==> src/rtl/sequence_playback_ctrl_if.sv <==
// Playback controller bus: game FSM control,
// sequence memory read port and LED outputs.
interface sequence_playback_ctrl_if #(
  parameter int COLOR_CODEFY_W = 2,
  parameter int ADDR_WIDTH     = 5
);
  logic                      start;
  logic                      abort;
  logic                      speed;
  logic [ADDR_WIDTH-1:0]     last_index;
  logic [COLOR_CODEFY_W-1:0] sequence_item;
  logic                      mem_rd;
  logic [ADDR_WIDTH-1:0]     addr;
  logic                      led_red;
  logic                      led_green;
  logic                      led_blue;
  logic                      led_yellow;
  logic                      busy;
  logic                      done;

  modport master (
    output start, abort, speed,
    output last_index, sequence_item,
    input  mem_rd, addr,
    input  led_red, led_green,
    input  led_blue, led_yellow,
    input  busy, done
  );

  modport slave (
    input  start, abort, speed,
    input  last_index, sequence_item,
    output mem_rd, addr,
    output led_red, led_green,
    output led_blue, led_yellow,
    output busy, done
  );
endinterface

==> src/rtl/sequence_playback_ctrl.sv <==
// Genius sequence playback: reads entries 0..last
// and lights each color for an on-time plus a gap.
module sequence_playback_ctrl #(
  parameter int COLOR_CODEFY_W = 2,
  parameter int ADDR_WIDTH     = 5,
  parameter int TIMER_W        = 26,
  parameter int ON_FAST        = 12_500_000,
  parameter int GAP_FAST       = 6_250_000,
  parameter int ON_SLOW        = 25_000_000,
  parameter int GAP_SLOW       = 12_500_000
) (
  input  logic clk,
  input  logic rst,
  sequence_playback_ctrl_if.slave bus
);

  typedef enum logic [2:0] {
    IDLE,
    READ,
    LATCH,
    ON,
    GAP,
    DONE
  } state_t;

  localparam logic [TIMER_W-1:0] ON_F_LD =
    TIMER_W'(ON_FAST - 1);
  localparam logic [TIMER_W-1:0] GAP_F_LD =
    TIMER_W'(GAP_FAST - 1);
  localparam logic [TIMER_W-1:0] ON_S_LD =
    TIMER_W'(ON_SLOW - 1);
  localparam logic [TIMER_W-1:0] GAP_S_LD =
    TIMER_W'(GAP_SLOW - 1);

  state_t                    state;
  logic [ADDR_WIDTH-1:0]     idx;
  logic [ADDR_WIDTH-1:0]     last_q;
  logic                      speed_q;
  logic [COLOR_CODEFY_W-1:0] item_q;
  logic [TIMER_W-1:0]        timer;
  logic                      mem_rd_q;
  logic                      busy_q;
  logic                      done_q;
  logic [TIMER_W-1:0]        on_ld;
  logic [TIMER_W-1:0]        gap_ld;
  logic                      lit;

  assign on_ld  = speed_q ? ON_F_LD : ON_S_LD;
  assign gap_ld = speed_q ? GAP_F_LD : GAP_S_LD;

  // Playback sequencer; strobes registered with state.
  always_ff @(posedge clk) begin
    if (rst) begin
      state    <= IDLE;
      idx      <= '0;
      last_q   <= '0;
      speed_q  <= 1'b0;
      item_q   <= '0;
      timer    <= '0;
      mem_rd_q <= 1'b0;
      busy_q   <= 1'b0;
      done_q   <= 1'b0;
    end else if (bus.abort) begin
      state    <= IDLE;
      idx      <= '0;
      timer    <= '0;
      mem_rd_q <= 1'b0;
      busy_q   <= 1'b0;
      done_q   <= 1'b0;
    end else begin
      unique case (state)
        IDLE: begin
          if (bus.start) begin
            state    <= READ;
            idx      <= '0;
            last_q   <= bus.last_index;
            speed_q  <= bus.speed;
            mem_rd_q <= 1'b1;
            busy_q   <= 1'b1;
          end
        end
        READ: begin
          state    <= LATCH;
          mem_rd_q <= 1'b0;
        end
        LATCH: begin
          item_q <= bus.sequence_item;
          timer  <= on_ld;
          state  <= ON;
        end
        ON: begin
          if (timer == '0) begin
            timer <= gap_ld;
            state <= GAP;
          end else begin
            timer <= timer - 1'b1;
          end
        end
        GAP: begin
          if (timer != '0) begin
            timer <= timer - 1'b1;
          end else if (idx == last_q) begin
            state  <= DONE;
            done_q <= 1'b1;
          end else begin
            idx      <= idx + 1'b1;
            state    <= READ;
            mem_rd_q <= 1'b1;
          end
        end
        DONE: begin
          state  <= IDLE;
          done_q <= 1'b0;
          busy_q <= 1'b0;
        end
        default: begin
          state    <= IDLE;
          mem_rd_q <= 1'b0;
          busy_q   <= 1'b0;
          done_q   <= 1'b0;
        end
      endcase
    end
  end

  assign lit = (state == ON);

  assign bus.mem_rd     = mem_rd_q;
  assign bus.busy       = busy_q;
  assign bus.done       = done_q;
  assign bus.addr       = busy_q ? idx : '0;
  assign bus.led_red    = lit && (item_q == 2'd0);
  assign bus.led_green  = lit && (item_q == 2'd1);
  assign bus.led_blue   = lit && (item_q == 2'd2);
  assign bus.led_yellow = lit && (item_q == 2'd3);

endmodule

==> src/flat_wrapper.sv <==
// flat-port wrapper written by rule: the top's interface ports become plain ports
module sequence_playback_ctrl_flat 
#(
  parameter int COLOR_CODEFY_W = 2,
  parameter int ADDR_WIDTH     = 5,
  parameter int TIMER_W        = 26,
  parameter int ON_FAST        = 12_500_000,
  parameter int GAP_FAST       = 6_250_000,
  parameter int ON_SLOW        = 25_000_000,
  parameter int GAP_SLOW       = 12_500_000
)
  (clk, rst, bus_start, bus_abort, bus_speed, bus_last_index, bus_sequence_item, bus_mem_rd, bus_addr, bus_led_red, bus_led_green, bus_led_blue, bus_led_yellow, bus_busy, bus_done);
  sequence_playback_ctrl_if #(.COLOR_CODEFY_W(COLOR_CODEFY_W), .ADDR_WIDTH(ADDR_WIDTH)) bus_i ();
  input  logic clk;
  input  logic rst;
  input wire logic [$bits(bus_i.start)-1:0] bus_start;
  input wire logic [$bits(bus_i.abort)-1:0] bus_abort;
  input wire logic [$bits(bus_i.speed)-1:0] bus_speed;
  input wire logic [$bits(bus_i.last_index)-1:0] bus_last_index;
  input wire logic [$bits(bus_i.sequence_item)-1:0] bus_sequence_item;
  output wire logic [$bits(bus_i.mem_rd)-1:0] bus_mem_rd;
  output wire logic [$bits(bus_i.addr)-1:0] bus_addr;
  output wire logic [$bits(bus_i.led_red)-1:0] bus_led_red;
  output wire logic [$bits(bus_i.led_green)-1:0] bus_led_green;
  output wire logic [$bits(bus_i.led_blue)-1:0] bus_led_blue;
  output wire logic [$bits(bus_i.led_yellow)-1:0] bus_led_yellow;
  output wire logic [$bits(bus_i.busy)-1:0] bus_busy;
  output wire logic [$bits(bus_i.done)-1:0] bus_done;
  assign bus_i.start = bus_start;
  assign bus_i.abort = bus_abort;
  assign bus_i.speed = bus_speed;
  assign bus_i.last_index = bus_last_index;
  assign bus_i.sequence_item = bus_sequence_item;
  assign bus_mem_rd = bus_i.mem_rd;
  assign bus_addr = bus_i.addr;
  assign bus_led_red = bus_i.led_red;
  assign bus_led_green = bus_i.led_green;
  assign bus_led_blue = bus_i.led_blue;
  assign bus_led_yellow = bus_i.led_yellow;
  assign bus_busy = bus_i.busy;
  assign bus_done = bus_i.done;
  sequence_playback_ctrl #(.COLOR_CODEFY_W(COLOR_CODEFY_W), .ADDR_WIDTH(ADDR_WIDTH), .TIMER_W(TIMER_W), .ON_FAST(ON_FAST), .GAP_FAST(GAP_FAST), .ON_SLOW(ON_SLOW), .GAP_SLOW(GAP_SLOW)) u_core (.clk(clk), .rst(rst), .bus(bus_i));
endmodule
==> config.mk <==
export PLATFORM = sky130hd
export DESIGN_NAME = sequence_playback_ctrl_flat
export DESIGN_NICKNAME = d
export VERILOG_FILES = /design/src/rtl/sequence_playback_ctrl_if.sv /design/src/rtl/sequence_playback_ctrl.sv /design/src/flat_wrapper.sv
export SDC_FILE = /design/constraint.sdc
export NUM_CORES = 1
export LEC_CHECK = 0
export ABC_AREA = 1
export CAP_MARGIN = 40
export CORE_MARGIN = 4
export CORE_UTILIZATION = 58
export DETAILED_ROUTE_END_ITERATION = 8
export PLACE_DENSITY_LB_ADDON = 0.1
export SLEW_MARGIN = 20
export SYNTH_ARGS = -nofsm -noshare
export SYNTH_HDL_FRONTEND = slang
export SYNTH_SLANG_ARGS = --single-unit
==> constraint.sdc <==
create_clock -name clk -period 2.4 [get_ports clk]
set_input_delay 0.48 -clock clk [delete_from_list [all_inputs] [get_ports clk]]
set_output_delay 0.48 -clock clk [all_outputs]
set_load 0.01 [all_outputs]
==> results of run 1 <==
==> layout make-up <==
class | count | area, um^2
inverter | 58 | 223
timing repair buffer | 29 | 275
sequential | 45 | 901
clock buffer | 7 | 86.3
fill | 453 | 1510
multi-input combinational | 337 | 1680
tap | 67 | 83.8
==> cells in the final DEF, fill, tap and decap left out, types with 2 or more instances in the layout <==
cell type,count
xor2_1,9
nor2_4,2
nand4_1,9
nor2_1,82
o21ai_1,7
a211oi_1,7
o21ai_0,16
nor3b_1,2
nand2_4,4
buf_4,6
nand2_2,3
nand2_1,101
clkdlybuf4s50_1,23
o211ai_1,5
inv_1,54
nor3_1,7
o21bai_1,2
a21oi_1,32
nand3_1,26
or2_2,2
clkbuf_8,6
ha_1,2
nand3b_1,3
inv_2,3
dfxtp_1,45
xnor2_1,8
==> flip-flops by register name (all words and copies together) (netlist names) <==
| register | flops |
|---|---|
| u_core.speed_q | 1 |
| u_core.item_q | 2 |
| u_core.idx | 5 |
| u_core.bus.done | 1 |
| u_core.state | 3 |
| u_core.last_q | 5 |
| u_core.timer | 26 |
| u_core.bus.busy | 1 |
| u_core.bus.mem_rd | 1 |
==> stage by stage <==
step	cell area, um^2	cells	hold WS, ns	power, mW
global route	3250	543	0.510	1.67
global placement	3160	536	0.446	1.12
floorplan	2860	451	0.431	1.04
detailed placement	3160	536	0.452	1.12
CTS	3250	543	0.467	1.59
finish	3250	543	0.467	1.59
==> power by group through the flow <==
stage	Combinational (mW)	Sequential, mW	Clock [mW]
after floorplan	0.244	0.796	0
after global placement	0.317	0.799	0
after detailed placement	0.322	0.800	0
after CTS	0.323	0.782	0.485
after global routing	0.366	0.785	0.521
final	0.325	0.782	0.482
==> worst paths after layout <==
kind,cells past startpoint,end,startpoint
hold reg to reg,1,u_core.timer[0],u_core.timer[0]
setup reg to reg,11,u_core.timer[9],u_core.timer[0]
setup / recovery,5,bus_led_blue,u_core.state[0]
hold / removal,1,u_core.timer[0],u_core.timer[0]
==> repair_timing <==
| action | in CTS | in global routing |
|---|---|---|
| endpoints found under the setup margin | 0 | 1 |
| hold endpoints to repair | 0 | 0 |
| resized for setup | 0 | 1 |
==> worst register-to-register path, delay by kind of cell (launching register included) <==
kind	cells	cell delay [ns]
buf+inv	2	0.16
flops	1	0.32
fa+ha+maj	1	0.33
compound gates	2	0.31
simple gates	6	0.80
==> metal layers <==
| metal | GRT usage [%] | wire length (um) | vias up | part of all wire [%] |
|---|---|---|---|---|
| li1 | - | - | 1500 | - |
| met1 | 31.2 | 3290 | 1303 | 45 |
| met2 | 42.6 | 3350 | 93 | 46 |
| met3 | 4.70 | 296 | 29 | 4.0 |
| met4 | 14.9 | 374 | 0 | 5.1 |
| met5 | 0 | 0 | - | 0 |
==> cell families after synthesis <==
family                     count (synthesis)  share of synthesized area (%)
AOI/OAI and AO/OA                         72                           14.0
xor gates and xnor gates                  17                           5.21
adders and majority gates                  2                          0.875
buffers and inverters                     69                           9.84
DFF                                       45                           31.5
and+or+nand+nor                          246                           38.6
==> results.yml, run 1 <==
timing:
  max-slew-margin-rel_pct: 71.1
  fin_skew_ns: 0.00417
  maxSlewViolCount: 0
  tns_ns: 0
  min_period_ns: 2.22
  setup_ws_ns: 0.182
  rsz0062_at_grt: "no"
  worst_pin_slew_ns: 0.433
  finalSetupViolCount: 0
  period_share_pct: 92.4
  clock.fmax_mhz: 451
  hold_violations: 0
synth:
  ys_ff_latch: 45
  seq_area_frac_synth_pct: 31.5
  ys.flop_type: "dfxtp_1"
  yosysTopAreaCell: "dfxtp_1"
  synth.cells.most_frequent: "nand2_1 (101), nor2_1 (82), inv_1 (55), dfxtp_1 (45), a21oi_1 (32)"
  yosysMostFrequentCell: "nand2_1"
  synth.area.top_cells: "dfxtp_1 (31%), nand2_1 (13%), nor2_1 (11%), inv_1 (7.2%), a21oi_1 (5.6%)"
  synth_area_um2: 2860
  yosys_warnings: 0
  syn-num-nets: 465
  avgSynthCellArea_um2: 6.34
  synth-edff-count: 0
  syn_inst: 451
  synth_top_area_share_pct: 31.5
  synthArstFlopShare_pct: 0
  synth.distinct_cells: 36
clocking:
  cts_root_buffer: "clkbuf_8"
  numCtsBuffers: 5
  clk_path_buf_depth: 2
  holdBufCountCts: 0
  cts_tree: "done"
  numClockSinks: 45
  cts_setup_buffers: 0
  clk_pin_slew_ns: 0.08
  clock_latency_ns: 0.30
  cts_max_level: 2
global_route:
  grt_max_degree: 30
  grt_pass1_vias: 2866
  grt_overflow_total: 0
  antenna_found_initial: 0
  track_usage_pct: 25.8
  grt_pass1_wl_um: 12600
placed_design:
  dp_hpwl_um: 5660
  pre_cts_slack_ns: 0.392
  io_buffers: 23
  gp_congestion: 0.978
drt:
  vias: 2925
  drt_iter0_drc: 192
  viasPerCell: 5.39
  routed_wl_um: 7310
  drtAntennaViolNets: 0
  dr.pass1.iters: 5
  wire_per_inst_um: 13.5
  drc: 0
worst_setup_path:
  rrSetupSlack_ns: 0.36
  crit_chain: "nand2_1 -> nor2_1 -> inv_2 -> nor3_1 -> clkdlybuf4s50_1"
  worst-path-buf-inv: 2
  path_class: "reg2out"
  worst-path-max-fanout: 8
  crit_arrival_ns: 1.74
  critPathLaunchType: "flop"
  slowest_stage: "clkdlybuf4s50_1"
  critical_path.max_stage_delay_ns: 0.56
  cp-end-kind: "primary output"
  crit_family: "buffers and inverters"
  cp_data_required_time_ns: 1.92
outcome:
  outcome: "completed"
power_and_ir_drop:
  ir_drop_mv: 0.292
  p_switching_mw: 0.471
  switching_share_pct: 29.7
  powerDensity_nw_per_um2: 489
  p_leak_nw: 1.50
  p_int_mw: 1.12
  combPwrFrac_pct: 20.4
  p_clk_share_pct: 30.3
  p_seq_share_pct: 49.2
floorplanning:
  fp.dieW_um: 78.2
  die_h_um: 78.2
  num_rows: 25
  ios: 24
  dieArea_um2: 6120
  initial_core_util_pct: 60.2
  core_area_um2: 4750
cells_and_area:
  final_util_pct: 68.3
  n_antenna_cell: 0
  area_delta_synth_final_pct: 13.5
  drive_gt1_share_pct: 6.51
  nets: 490
run:
  drv_cap: 0
hold_path:
  hold_class: "reg2reg"
Power figures use the tool's default switching activity.
==> run 2: changes to the inputs <==
--- a/config.mk
+++ b/config.mk
@@ -11,6 +11,7 @@
 export CORE_UTILIZATION = 58
 export DETAILED_ROUTE_END_ITERATION = 8
 export PLACE_DENSITY_LB_ADDON = 0.1
+export SETUP_SLACK_MARGIN = 0.3
 export SLEW_MARGIN = 20
 export SYNTH_ARGS = -nofsm -noshare
 export SYNTH_HDL_FRONTEND = slang
==> run 2 against run 1 <==
Against the previous run: sequential share of layout area is 0.11 points lower; clock-buffer cell count stayed put; critical path depth is 5 higher; first-iteration DRC count is 28% higher; sequential power hardly changed; fmax is 14% higher; design area is 0.39% higher; wire length is 0.86% higher; sequential cell count stayed put; critical path type is now reg2reg; critical endpoint is now u_core.timer[3]; highest routed layer unchanged.
==> results.yml, run 2 (same netlist as run 1, synthesis figures left out) <==
drt:
  viasPerCell: 5.39
  m1WireLength_um: 3270
  drt_iter0_drc: 245
  routed_wl_um: 7370
  met3WireLength_um: 390
  topRoutingLayerUsed: "met4"
  wl_met2_um: 3330
  dr.pass1.iters: 5
  drc: 0
  vias: 2929
  drtAntennaViolNets: 0
  wire_per_inst_um: 13.6
worst_setup_path:
  path_class: "reg2reg"
  reg2reg_from: "u_core.state[0]"
  crit_arrival_ns: 2.15
  r2r_end: "u_core.timer[3]"
  worst-path-max-fanout: 8
  worstRegToRegCells: 10
  slowest_stage: "dfxtp_1"
  critPathLaunchType: "flop"
  rrSetupSlack_ns: 0.46
  cp_data_required_time_ns: 2.61
  cp-endpoint: "u_core.timer[3]"
  crit_chain: "nor2_1 -> inv_2 -> nor2_4 -> inv_1 -> nand2_1 -> nand2_2 -> o21ai_0 -> nand3_1 -> nand2_1 -> inv_1"
  cp-end-kind: "flop"
  critical_path.max_stage_delay_ns: 0.34
  cp-startpoint: "u_core.state[0]"
cells_and_area:
  largest-register: "u_core.timer"
  area_delta_synth_final_pct: 14.0
  layout.cells.non_filler: 543
  fin_area_um2: 3260
  nets: 490
  drive_gt1_share_pct: 7.14
  top_regs: "u_core.timer x26, u_core.idx x5, u_core.last_q x5"
  final_cell_mix: "nand2_1 (100), nor2_1 (82), inv_1 (54)"
  n_antenna_cell: 0
  final_common_cell: "nand2_1"
  largest_register_ff_count: 26
power_and_ir_drop:
  powerDensity_nw_per_um2: 488
  ir_drop_mv: 0.287
  combPwrFrac_pct: 20.6
  p_int_mw: 1.12
  p_seq_share_pct: 49.2
  p_total_mw: 1.59
  p_clk_share_pct: 30.2
  p_switching_mw: 0.472
  switching_share_pct: 29.7
  p_leak_nw: 1.52
floorplanning:
  initial_core_util_pct: 60.2
  dieArea_um2: 6120
  core_area_um2: 4750
  num_rows: 25
  fp.dieW_um: 78.2
  die_h_um: 78.2
  ios: 24
timing:
  finalSetupViolCount: 0
  fin_hold_ws_ns: 0.466
  clock.fmax_mhz: 516
  fin_skew_ns: 0.00568
  tns_ns: 0
  hold_violations: 0
  rsz0062_at_grt: "no"
  maxSlewViolCount: 0
  min_period_ns: 1.94
  max-slew-margin-rel_pct: 71.3
  worst_pin_slew_ns: 0.430
  period_share_pct: 80.8
global_route:
  antenna_found_initial: 0
  grt_max_degree: 30
  grt_pass1_vias: 2866
  track_usage_pct: 25.8
  grt_overflow_total: 0
  grt_pass1_wl_um: 12600
placed_design:
  dpl_cell_area_um2: 3160
  gp_congestion: 0.978
  dp_hpwl_um: 5660
  dp.cells: 536
  io_buffers: 23
clocking:
  cts_tree: "done"
  cts_max_level: 2
  numCtsBuffers: 5
  numClockSinks: 45
  clock_latency_ns: 0.30
  clk_path_buf_depth: 2
  cts_root_buffer: "clkbuf_8"
  cts_setup_buffers: 0
  clk_pin_slew_ns: 0.08
hold_path:
  hold_class: "reg2reg"
outcome:
  outcome: "completed"
run:
  drv_cap: 0
run 2: changes by cell type in the layout (fill, tap and decap cells not counted):
cell | before | now
a21oi_2 | 0 | 1
ha_1 | 2 | 1
nand2_8 | 1 | 2
clkdlybuf4s50_1 | 23 | 19
a21oi_1 | 32 | 31
dlygate4sd2_1 | 0 | 4
nand2_4 | 4 | 3
nand2_2 | 3 | 4
nand2_1 | 101 | 100
ha_2 | 0 | 1
run 2: area by class of cell:
| class | count | area (um^2) |
|---|---|---|
| Clock buffer | 7 | 86.3 |
| Multi-Input combinational cell | 337 | 1700 |
| Inverter | 58 | 223 |
| Timing Repair Buffer | 29 | 270 |
| Tap cell | 67 | 83.8 |
| Fill cell | 451 | 1500 |
| Sequential cell | 45 | 901 |
run 2: routing by layer:
layer  up-vias  global-route usage, %
met5         -                      0
met4         0                   14.9
met3        30                   4.70
met2        96                   42.6
met1      1303                   31.2
li1       1500                      -
run 2: worst min path at each step:
stage | start | end | slack (ns) | cells past startpoint
finish | u_core.timer[0] | u_core.timer[0] | 0.47 | 1
CTS | u_core.timer[0] | u_core.timer[0] | 0.47 | 1
global placement | u_core.timer[0] | u_core.timer[0] | 0.45 | 1
detailed placement | u_core.timer[0] | u_core.timer[0] | 0.45 | 1
floorplan | u_core.timer[0] | u_core.timer[0] | 0.43 | 1
global route | u_core.timer[8] | u_core.timer[8] | 0.51 | 1
run 2: repair_timing:
action                     4_1_cts  5_1_grt
cloned                           0        0
resized for setup                5        4
hold buffers                     0        0
setup endpoints to repair        4       18
run 2: per-stage QoR:
step                      utilization, %  setup slack, ns
after detailed placement            66.5            0.392
after CTS                           68.2            0.379
after floorplan                        -            0.680
after global routing                68.6            0.303
after global placement              66.5            0.446
final                               68.6            0.460
run 2: power by group through the flow:
stage          logic [mW]  registers [mW]  clock network, mW
2_1_floorplan       0.244           0.796                  0
4_1_cts             0.323           0.782              0.485
3_5_place_dp        0.322           0.800                  0
5_1_grt             0.367           0.785              0.521
6_report            0.327           0.782              0.481
3_3_place_gp        0.317           0.799                  0
run 2: worst max-delay path: cells and delay by family (launching register included):
family,cells,cell delay [ns]
buffers and inverters,3,0.35
AND/OR/NAND/NOR,6,0.98
AO/OA/AOI/OAI,1,0.17
flip-flops,1,0.34
